### config.mk
export PLATFORM = sky130hd
export DESIGN_NAME = parity_merger
export DESIGN_NICKNAME = d
export VERILOG_FILES = /design/src/rtl/parity_merger.sv
export SDC_FILE = /design/constraint.sdc
export NUM_CORES = 1
export LEC_CHECK = 0
export ABC_AREA = 0
export BUFFER_PORTS_ARGS = -buffer_cell sky130_fd_sc_hd__buf_2
export CORE_MARGIN = 5
export CORE_UTILIZATION = 35
export CTS_CLUSTER_SIZE = 12
export DETAILED_ROUTE_END_ITERATION = 12
export SLEW_MARGIN = 20
export SYNTH_ARGS = -nofsm -noshare
export SYNTH_HDL_FRONTEND = slang
export SYNTH_SLANG_ARGS = --single-unit
### constraint.sdc
create_clock -name clk -period 2.8 [get_ports clk]
set_clock_uncertainty 0.2 [all_clocks]
set_input_delay 0.28 -clock clk [delete_from_list [all_inputs] [get_ports clk]]
set_output_delay 0.28 -clock clk [all_outputs]
set_load 0.05 [all_outputs]
### src/rtl/parity_merger.sv
// parity_merger: re-interleaves an even-value bank and an odd-value bank into
//   one destination write stream (even, odd, even, ... then the remainder).
// Ports: start/even_count/odd_count request a merge; even_addr/even_data and
//   odd_addr/odd_data read the two synchronous-read banks; mem_we/mem_addr/
//   mem_data write the destination; busy spans the merge, done pulses at end.
// Latency: first write 2 cycles after start, one word per 2 cycles, done at 2N+1.
module parity_merger #(
  parameter int DATA_W     = 8,
  parameter int BANK_DEPTH = 4,
  parameter int IDX_W      = 2,
  parameter int CNT_W      = 3,
  parameter int ADDR_W     = 4
) (
  input  logic              clk,
  input  logic              rst,
  input  logic              start,
  input  logic [CNT_W-1:0]  even_count,
  input  logic [CNT_W-1:0]  odd_count,
  output logic [IDX_W-1:0]  even_addr,
  input  logic [DATA_W-1:0] even_data,
  output logic [IDX_W-1:0]  odd_addr,
  input  logic [DATA_W-1:0] odd_data,
  output logic              mem_we,
  output logic [ADDR_W-1:0] mem_addr,
  output logic [DATA_W-1:0] mem_data,
  output logic              busy,
  output logic              done
);

  typedef enum logic [1:0] {IDLE, FETCH, WRITE, DONE} state_t;

  state_t              state_q, state_d;
  logic [CNT_W-1:0]    ec_q, ec_d, oc_q, oc_d;
  logic [CNT_W-1:0]    rd_even_q, rd_even_d, rd_odd_q, rd_odd_d;
  logic [ADDR_W-1:0]   wr_ptr_q, wr_ptr_d;
  logic                pick_q, pick_d;   // 1 = odd bank preferred next
  logic                src_q, src_d;     // 1 = current word comes from odd bank
  logic [IDX_W-1:0]    even_addr_q, even_addr_d, odd_addr_q, odd_addr_d;
  logic                mem_we_q, mem_we_d;
  logic [ADDR_W-1:0]   mem_addr_q, mem_addr_d;
  logic [DATA_W-1:0]   mem_data_q, mem_data_d;
  logic                busy_q, busy_d, done_q, done_d;
  logic                sel_odd;

  function automatic logic [CNT_W-1:0] clamp(input logic [CNT_W-1:0] c);
    return (c > CNT_W'(BANK_DEPTH)) ? CNT_W'(BANK_DEPTH) : c;
  endfunction

  // Even wins when it is its turn and it still has entries, or when the odd
  // bank has nothing left; otherwise odd.
  function automatic logic choose_odd(input logic             pick_odd,
                                      input logic [CNT_W-1:0] re,
                                      input logic [CNT_W-1:0] ro,
                                      input logic [CNT_W-1:0] ec,
                                      input logic [CNT_W-1:0] oc);
    return !((!pick_odd && (re < ec)) || (ro >= oc));
  endfunction

  // The bank read data only exists during WRITE (the bank registers the
  // address at the end of FETCH), so it is forwarded directly then and the
  // captured copy holds the bus afterwards.
  assign mem_data  = (state_q == WRITE) ? (src_q ? odd_data : even_data) : mem_data_q;
  assign even_addr = even_addr_q;
  assign odd_addr  = odd_addr_q;
  assign mem_we    = mem_we_q;
  assign mem_addr  = mem_addr_q;
  assign busy      = busy_q;
  assign done      = done_q;

  always_comb begin
    state_d     = state_q;
    ec_d        = ec_q;
    oc_d        = oc_q;
    rd_even_d   = rd_even_q;
    rd_odd_d    = rd_odd_q;
    wr_ptr_d    = wr_ptr_q;
    pick_d      = pick_q;
    src_d       = src_q;
    even_addr_d = even_addr_q;
    odd_addr_d  = odd_addr_q;
    mem_we_d    = 1'b0;
    mem_addr_d  = mem_addr_q;
    mem_data_d  = mem_data_q;
    busy_d      = busy_q;
    done_d      = 1'b0;
    sel_odd     = 1'b0;

    case (state_q)
      IDLE: begin
        if (start) begin
          ec_d      = clamp(even_count);
          oc_d      = clamp(odd_count);
          rd_even_d = '0;
          rd_odd_d  = '0;
          wr_ptr_d  = '0;
          pick_d    = 1'b0;
          busy_d    = 1'b1;
          if ((ec_d == '0) && (oc_d == '0)) begin
            state_d = DONE;
            done_d  = 1'b1;
          end else begin
            // Source and bank address are settled on entry to FETCH so the
            // bank sees the address for the whole FETCH cycle.
            state_d = FETCH;
            sel_odd = choose_odd(1'b0, '0, '0, ec_d, oc_d);
            src_d   = sel_odd;
            if (sel_odd) odd_addr_d  = '0;
            else         even_addr_d = '0;
          end
        end
      end

      FETCH: begin
        state_d    = WRITE;
        mem_we_d   = 1'b1;
        mem_addr_d = wr_ptr_q;
      end

      WRITE: begin
        mem_data_d = src_q ? odd_data : even_data;
        if (src_q) rd_odd_d  = rd_odd_q + 1'b1;
        else       rd_even_d = rd_even_q + 1'b1;
        wr_ptr_d = wr_ptr_q + 1'b1;
        pick_d   = !src_q;
        if (({1'b0, rd_even_d} + {1'b0, rd_odd_d}) == ({1'b0, ec_q} + {1'b0, oc_q})) begin
          state_d = DONE;
          done_d  = 1'b1;
        end else begin
          state_d = FETCH;
          sel_odd = choose_odd(pick_d, rd_even_d, rd_odd_d, ec_q, oc_q);
          src_d   = sel_odd;
          if (sel_odd) odd_addr_d  = rd_odd_d[IDX_W-1:0];
          else         even_addr_d = rd_even_d[IDX_W-1:0];
        end
      end

      DONE: begin
        state_d = IDLE;
        busy_d  = 1'b0;
      end

      default: begin
        state_d = IDLE;
        busy_d  = 1'b0;
      end
    endcase
  end

  always_ff @(posedge clk or posedge rst) begin
    if (rst) begin
      state_q     <= IDLE;
      ec_q        <= '0;
      oc_q        <= '0;
      rd_even_q   <= '0;
      rd_odd_q    <= '0;
      wr_ptr_q    <= '0;
      pick_q      <= 1'b0;
      src_q       <= 1'b0;
      even_addr_q <= '0;
      odd_addr_q  <= '0;
      mem_we_q    <= 1'b0;
      mem_addr_q  <= '0;
      mem_data_q  <= '0;
      busy_q      <= 1'b0;
      done_q      <= 1'b0;
    end else begin
      state_q     <= state_d;
      ec_q        <= ec_d;
      oc_q        <= oc_d;
      rd_even_q   <= rd_even_d;
      rd_odd_q    <= rd_odd_d;
      wr_ptr_q    <= wr_ptr_d;
      pick_q      <= pick_d;
      src_q       <= src_d;
      even_addr_q <= even_addr_d;
      odd_addr_q  <= odd_addr_d;
      mem_we_q    <= mem_we_d;
      mem_addr_q  <= mem_addr_d;
      mem_data_q  <= mem_data_d;
      busy_q      <= busy_d;
      done_q      <= done_d;
    end
  end

endmodule
==> run_results.csv, run 1 <==
group,metric,value,unit
routing,drt-vias-per-instance,4.88,
routing,drtPass1Iterations,4,
sta,clock.fmax,354,MHz
critical_path,worst_setup_path_start_kind,"flop",
sta,finalCritPeriodShare,1.01,
placed_design,port-buffer-count,43,
critical_path,crit_fanout,3,
power,ir_drop,0.000257,V
yosys,synth_cell_types,44,
yosys,synth-seq-cells,38,
routing,drtIter0Drc,36,
clock_tree,clock_sinks,38,
floorplanning,io_pins,44,
placed_design,dpl_worst_slack,-83.8,ps
power,power.leakage,1.31,nW
routing,drc,0,
clock_tree,h-tree-depth,2,
yosys,synth_top_cell_area_share,0.454,
floorplanning,die_w,87.3,um
hold_path,min_path_type,"input pin to flop",
status,violations,"setup timing",
critical_path,crit_type,"flop to flop",
critical_path,endpoint_kind,"flop",
critical_path,rr_worst_depth,7,
yosys,avgSynthCellArea,10.9,um^2
sta,min_period,2820,ps
critical_path,r2r_end,"odd_addr[0]",
clock_tree,clock_latency,290,ps
clock_tree,cts_tree,"yes",
yosys,ys_top_cells_by_count,"dfrtp_1, nand2_1, ha_1",
sta,setup_viol,2,
clock_tree,ctsLongestPathBuffers,2,
yosys,synthCells,192,
power,cellPowerDensity,441,nW/um^2
hold_path,min_from,"odd_count[1]",
critical_path,ff2ff_setup_slack,-20,ps
finish,diodes,0,
routing,dr_total_vias,1614,
sta,hold_viol_final,0,
critical_path,arrival,2800,ps
sta,slew-limit-headroom,0.670,
global_routing,grt_usage,0.129,
placed_design,place_congestion,0.805,
clock_tree,clockRootBuffer,"clkbuf_8",
floorplanning,rows,28,
critical_path,crit_start,"rd_odd_q[0]",
yosys,synth_edf_count,0,
yosys,yosys_warnings,0,
power,seq_power_share,0.465,
hold_path,min_to,"oc_q[1]",
clock_tree,path_clk_slew,80,ps
routing,wirelength,4.50,mm
finish,utilization,0.463,
global_routing,grt_pass1_vias,1588,
global_routing,antenna_found_initial,0,
floorplanning,start_util,0.358,
floorplanning,dieArea,7630,um^2
yosys,synth.most_common_cell,"dfrtp_1",
finish,fin_area,2710,um^2
yosys,synthArstFlopShare,1.00,
floorplanning,coreArea,5850,um^2
sta,tightest_slew,494,ps
global_routing,gr-total-overflow,0,
power,p_comb_frac,0.064,
placed_design,placed_cell_area,2480,um^2
yosys,synth_nets,233,
routing,post_drt_wl_per_cell,13.6,um
sta,rsz0062_at_grt,"true",
power,power_frac_clock,0.472,
yosys,synth_ff_type,"dfrtp_1",
yosys,yosys.area.top_type,"dfrtp_1",
hold_path,hold_depth,3,
sta,worst_slack,-22.5,ps
floorplanning,dieHeight,87.3,um
finish,areaGrowthSynthToFinish,29.5,%
power,switching_share,0.217,
job,maxCapViolations,0,
power,cell_internal_pwr,936,uW
global_routing,grt_pass1_wl,7.68,mm
finish,drive_above_1_share,0.379,
finish,fin_nets,296,
yosys,ys_top_cells_by_area,"dfrtp_1, ha_1, mux2i_1, nand2_1, xnor2_1",
yosys,synthesis.area,2090,um^2
sta,slew_viol_final,0,
critical_path,reg2reg_from,"rd_odd_q[0]",
status,status,"complete, but fails checks",
routing,antenna_left,0,
critical_path,crit_required,2780,ps
placed_design,hpwl,3.40,mm
power,switchingPower,259,uW
global_routing,grt_max_degree,39,
clock_tree,cts_made_buffers,5,
yosys,synth.yosys.seq_area_share,0.454,
[stage by stage]
| stage | power [mW] | cells | hold WS [ps] | setup TNS [ps] |
|---|---|---|---|---|
| floorplan | 0.610 | 192 | 228 | -43.5 |
| global placement | 0.642 | 318 | 225 | -127 |
| detailed placement | 0.643 | 318 | 230 | -285 |
| CTS | 1.21 | 330 | 58.7 | -293 |
| global route | 1.24 | 331 | 70.8 | -491 |
| finish | 1.20 | 331 | 60.2 | -41.9 |
[cell families (layout without fill, tap and decap cells)]
| kind of cell | Yosys count | after routing | synth area share |
|---|---|---|---|
| and+or+nand+nor | 46 | 46 | 0.112 |
| xor gates and xnor gates | 11 | 11 | 0.0496 |
| muxes | 20 | 20 | 0.102 |
| buffers and inverters | 19 | 83 | 0.0406 |
| DFF | 38 | 38 | 0.454 |
| AOI/OAI and AO/OA | 42 | 42 | 0.138 |
| adders and majority gates | 16 | 16 | 0.103 |
[cells in the final DEF (no fill, tap or decap), types with 4 or more instances in the layout]
cell      count
mux2i_1       9
nand2_1      24
buf_4        18
inv_1        11
a21o_1        4
nor2_1        4
clkbuf_8      5
mux2_2        6
o21ai_1       8
ha_1         13
xnor2_1       5
dfrtp_1      37
buf_2        43
o21ai_0      10
[power groups by stage]
stage / Combinational (mW) / Clock [mW] / Sequential [mW]
2_1_floorplan: 0.0442 / 0 / 0.566
6_report: 0.0760 / 0.564 / 0.555
5_1_grt: 0.0857 / 0.599 / 0.556
3_3_place_gp: 0.0757 / 0 / 0.566
4_1_cts: 0.0778 / 0.577 / 0.555
3_5_place_dp: 0.0766 / 0 / 0.566
[routing by layer]
layer / wire, um / track usage
met1: 2040 / 0.174
met2: 2090 / 0.203
met3: 343 / 0.0341
met4: 35 / 0.0335
met5: 0 / 0
[critical path: stages, from the launching register on]
cell,delay (ps)
dfrtp_1,430
ha_1,290
mux2_4,280
fa_2,550
xor2_2,80
nor4_4,410
a211oi_2,140
mux2_1,330
[worst max-delay path by stage]
stage	endpoint	depth (start not counted)	slack (ps)
after floorplan	odd_addr[0]	7	-20
final	odd_addr[0]	7	-20
after global placement	even_addr[1]	9	-50
after global routing	odd_addr[1]	7	-110
after detailed placement	odd_addr[0]	7	-80
after CTS	odd_addr[1]	8	-80
[cell type report]
class                      instances  area, um^2
multi-input combinational        135        1110
timing repair buffer              62         360
clock inverter                     3        68.8
clock buffer                       5        68.8
tap                               75        93.8
sequential                        38         952
fill                             554        3140
inverter                          13        51.3
[state kept, by name, indices dropped and copies added, names as in the netlist]
| signal | cells |
|---|---|
| mem_addr | 4 |
| oc_q | 3 |
| busy | 1 |
| wr_ptr_q | 4 |
| even_addr | 2 |
| mem_data_q | 8 |
| done | 1 |
| ec_q | 3 |
| src_q | 1 |
| rd_even_q | 3 |
| mem_we | 1 |
| odd_addr | 2 |
| rd_odd_q | 3 |
| state_q | 2 |
[repair_timing]
item                                    4_1_cts  5_1_grt
pin swaps                                     5        7
hold endpoints to repair                     38        0
endpoints found under the setup margin        5        7
hold buffers                                  1        0
buffers inserted                              3        1
gates resized for setup                       5        6
Note: power is estimated with default switching activity, not from simulation.
==> run 2, diff against run 1 <==
--- a/config.mk
+++ b/config.mk
@@ -9,7 +9,7 @@
 export BUFFER_PORTS_ARGS = -buffer_cell sky130_fd_sc_hd__buf_2
 export CORE_MARGIN = 5
 export CORE_UTILIZATION = 35
-export CTS_CLUSTER_SIZE = 12
+export CTS_CLUSTER_SIZE = 14
 export DETAILED_ROUTE_END_ITERATION = 12
 export SLEW_MARGIN = 20
 export SYNTH_ARGS = -nofsm -noshare
==> constraint.sdc (replaced) <==
create_clock -name clk -period 2.3 [get_ports clk]
set_clock_uncertainty 0.2 [all_clocks]
set_input_delay 0.23 -clock clk [delete_from_list [all_inputs] [get_ports clk]]
set_output_delay 0.23 -clock clk [all_outputs]
set_load 0.05 [all_outputs]
==> run 2 against run 1 <==
Compared with the run above: the run still ends with setup timing left; via count grew 0.31%; clock-buffer cell count is the same; final cell count grew 2.4%; critical path depth is the same; routed wire length grew 3.6%; register-to-register slack lost 520 ps; sequential power grew 22%; global-route usage grew 0.63 points; combinational power grew 23%; cell area grew 2.2%; critical endpoint is now odd_addr[1]; largest power group is now sequential cells.
==> run_results.csv, run 2 (synthesis gave the netlist of run 1 again) <==
group,metric,value,unit
status,status,"complete, but fails checks",
placed_design,hpwl,3.52,mm
global_routing,grt_pass1_vias,1648,
global_routing,antenna_found_initial,0,
placed_design,placed_cells,326,
placed_design,place_congestion,0.811,
clock_tree,cts_made_buffers,5,
clock_tree,clock_latency,290,ps
power,cellPowerDensity,479,nW/um^2
power,power.leakage,1.35,nW
routing,drt-vias-per-instance,4.78,
finish,largest_register_ffs,8,
floorplanning,coreArea,5850,um^2
routing,drtIter0Drc,39,
clock_tree,path_clk_slew,80,ps
critical_path,crit_type,"flop to flop",
sta,hold_viol_final,0,
routing,wl_met3,249,um
finish,final_cell_mix,"buf_2, dfrtp_1, buf_4",
finish,n_fill_cell,542,
routing,wl_met2,2.28,mm
hold_path,hold_depth,3,
power,ir_drop,0.000241,V
job,maxCapViolations,0,
placed_design,port-buffer-count,43,
finish,fin_nets,304,
clock_tree,cts_tree,"yes",
sta,slew_viol_final,0,
critical_path,arrival,2820,ps
sta,finalCritPeriodShare,1.23,
sta,finalHoldWorstSlack,21.4,ps
finish,layoutNonFillerInstCount,339,
finish,final_common_cell,"buf_2",
critical_path,crit_fanout,3,
floorplanning,io_pins,44,
finish,top_register,"mem_data_q",
sta,rsz0062_at_grt,"true",
floorplanning,rows,28,
clock_tree,ctsLongestPathBuffers,2,
sta,tightest_slew,478,ps
routing,drt-met1-wl,2.09,mm
routing,drc,0,
routing,wirelength,4.67,mm
hold_path,min_path_type,"input pin to flop",
clock_tree,clock_sinks,38,
sta,worst_slack,-540,ps
sta,setup_viol,7,
floorplanning,die_w,87.3,um
critical_path,endpoint_kind,"flop",
finish,diodes,0,
global_routing,grt_max_degree,39,
critical_path,crit_required,2280,ps
routing,post_drt_wl_per_cell,13.8,um
finish,areaGrowthSynthToFinish,32.3,%
sta,slew-limit-headroom,0.682,
floorplanning,dieArea,7630,um^2
floorplanning,start_util,0.358,
sta,clock.fmax,352,MHz
critical_path,worst_setup_path_start_kind,"flop",
finish,drive_above_1_share,0.413,
routing,drtPass1Iterations,4,
sta,min_period,2840,ps
global_routing,gr-total-overflow,0,
routing,antenna_left,0,
global_routing,grt_usage,0.135,
finish,multi_input_area,1140,um^2
routing,routed.top_layer,"met4",
global_routing,grt_pass1_wl,8.02,mm
clock_tree,clockRootBuffer,"clkbuf_8",
status,violations,"setup timing",
routing,dr_total_vias,1619,
floorplanning,dieHeight,87.3,um
critical_path,rr_worst_depth,7,
finish,ff_latch_area,952,um^2
clock_tree,h-tree-depth,2,
run 2: cell types whose count changed in the layout (fill, tap and decap cells not counted), moves of 2 or more:
cell and change:
clkinv_2 +2, buf_4 +8, o21ai_0 -4, mux2_4 +2, mux2_1 -2, o21ai_1 +3
run 2: where the power goes:
group,leakage (nW),internal (mW),total [mW],switching (mW)
logic,0.821,0.0312,0.0938,0.0626
clock network,0.0579,0.319,0.556,0.236
registers,0.472,0.675,0.676,0.00160
total,1.35,1.02,1.33,0.301
run 2: final timing paths:
path,start,endpoint,slack [ps]
max,rd_odd_q[0],odd_addr[1],-540
min,even_count[1],ec_q[1],20
max reg2reg,rd_odd_q[0],odd_addr[1],-540
min reg2reg,mem_data_q[1],mem_data_q[1],290
max in group asynchronous,rst,src_q,1150
min in group asynchronous,rst,wr_ptr_q[0],390
run 2: worst max-delay path: stages, from the launching register on:
cell and delay, ps:
dfrtp_1 390, ha_1 290, mux2_4 290, fa_2 570, xor2_2 80, nor4_4 450
a211oi_4 130, mux2_4 320
run 2: area by class of cell:
| class | instances | area share |
|---|---|---|
| Sequential cell | 38 | 0.344 |
| Clock inverter | 3 | 0.0145 |
| Tap cell | 75 | 0.0339 |
| Multi-Input combinational cell | 135 | 0.413 |
| Timing Repair Buffer | 70 | 0.152 |
| Clock buffer | 5 | 0.0249 |
| Inverter | 13 | 0.0185 |
run 2: metal layers:
metal,up-vias,global-route usage
li1,812,-
met1,768,0.183
met2,35,0.216
met3,4,0.0331
met4,0,0.0335
met5,-,0
run 2: through the flow:
stage	setup slack, ps	util	cell area, um^2	power (mW)	setup TNS, ps
floorplan	-522	-	2110	0.744	-2630
global placement	-551	0.436	2550	0.782	-3130
detailed placement	-597	0.436	2550	0.784	-3520
CTS	-553	0.469	2740	1.35	-3410
global route	-624	0.473	2770	1.39	-3940
finish	-540	0.473	2770	1.33	-3350
run 2: what timing repair did:
| item | CTS | global route |
|---|---|---|
| pin swaps | 5 | 0 |
| setup buffers | 4 | 2 |
| endpoints found under the hold margin | 38 | 0 |
| cloned | 0 | 0 |
| resized for setup | 13 | 3 |
| hold buffers | 1 | 0 |
| setup endpoints to repair | 7 | 7 |
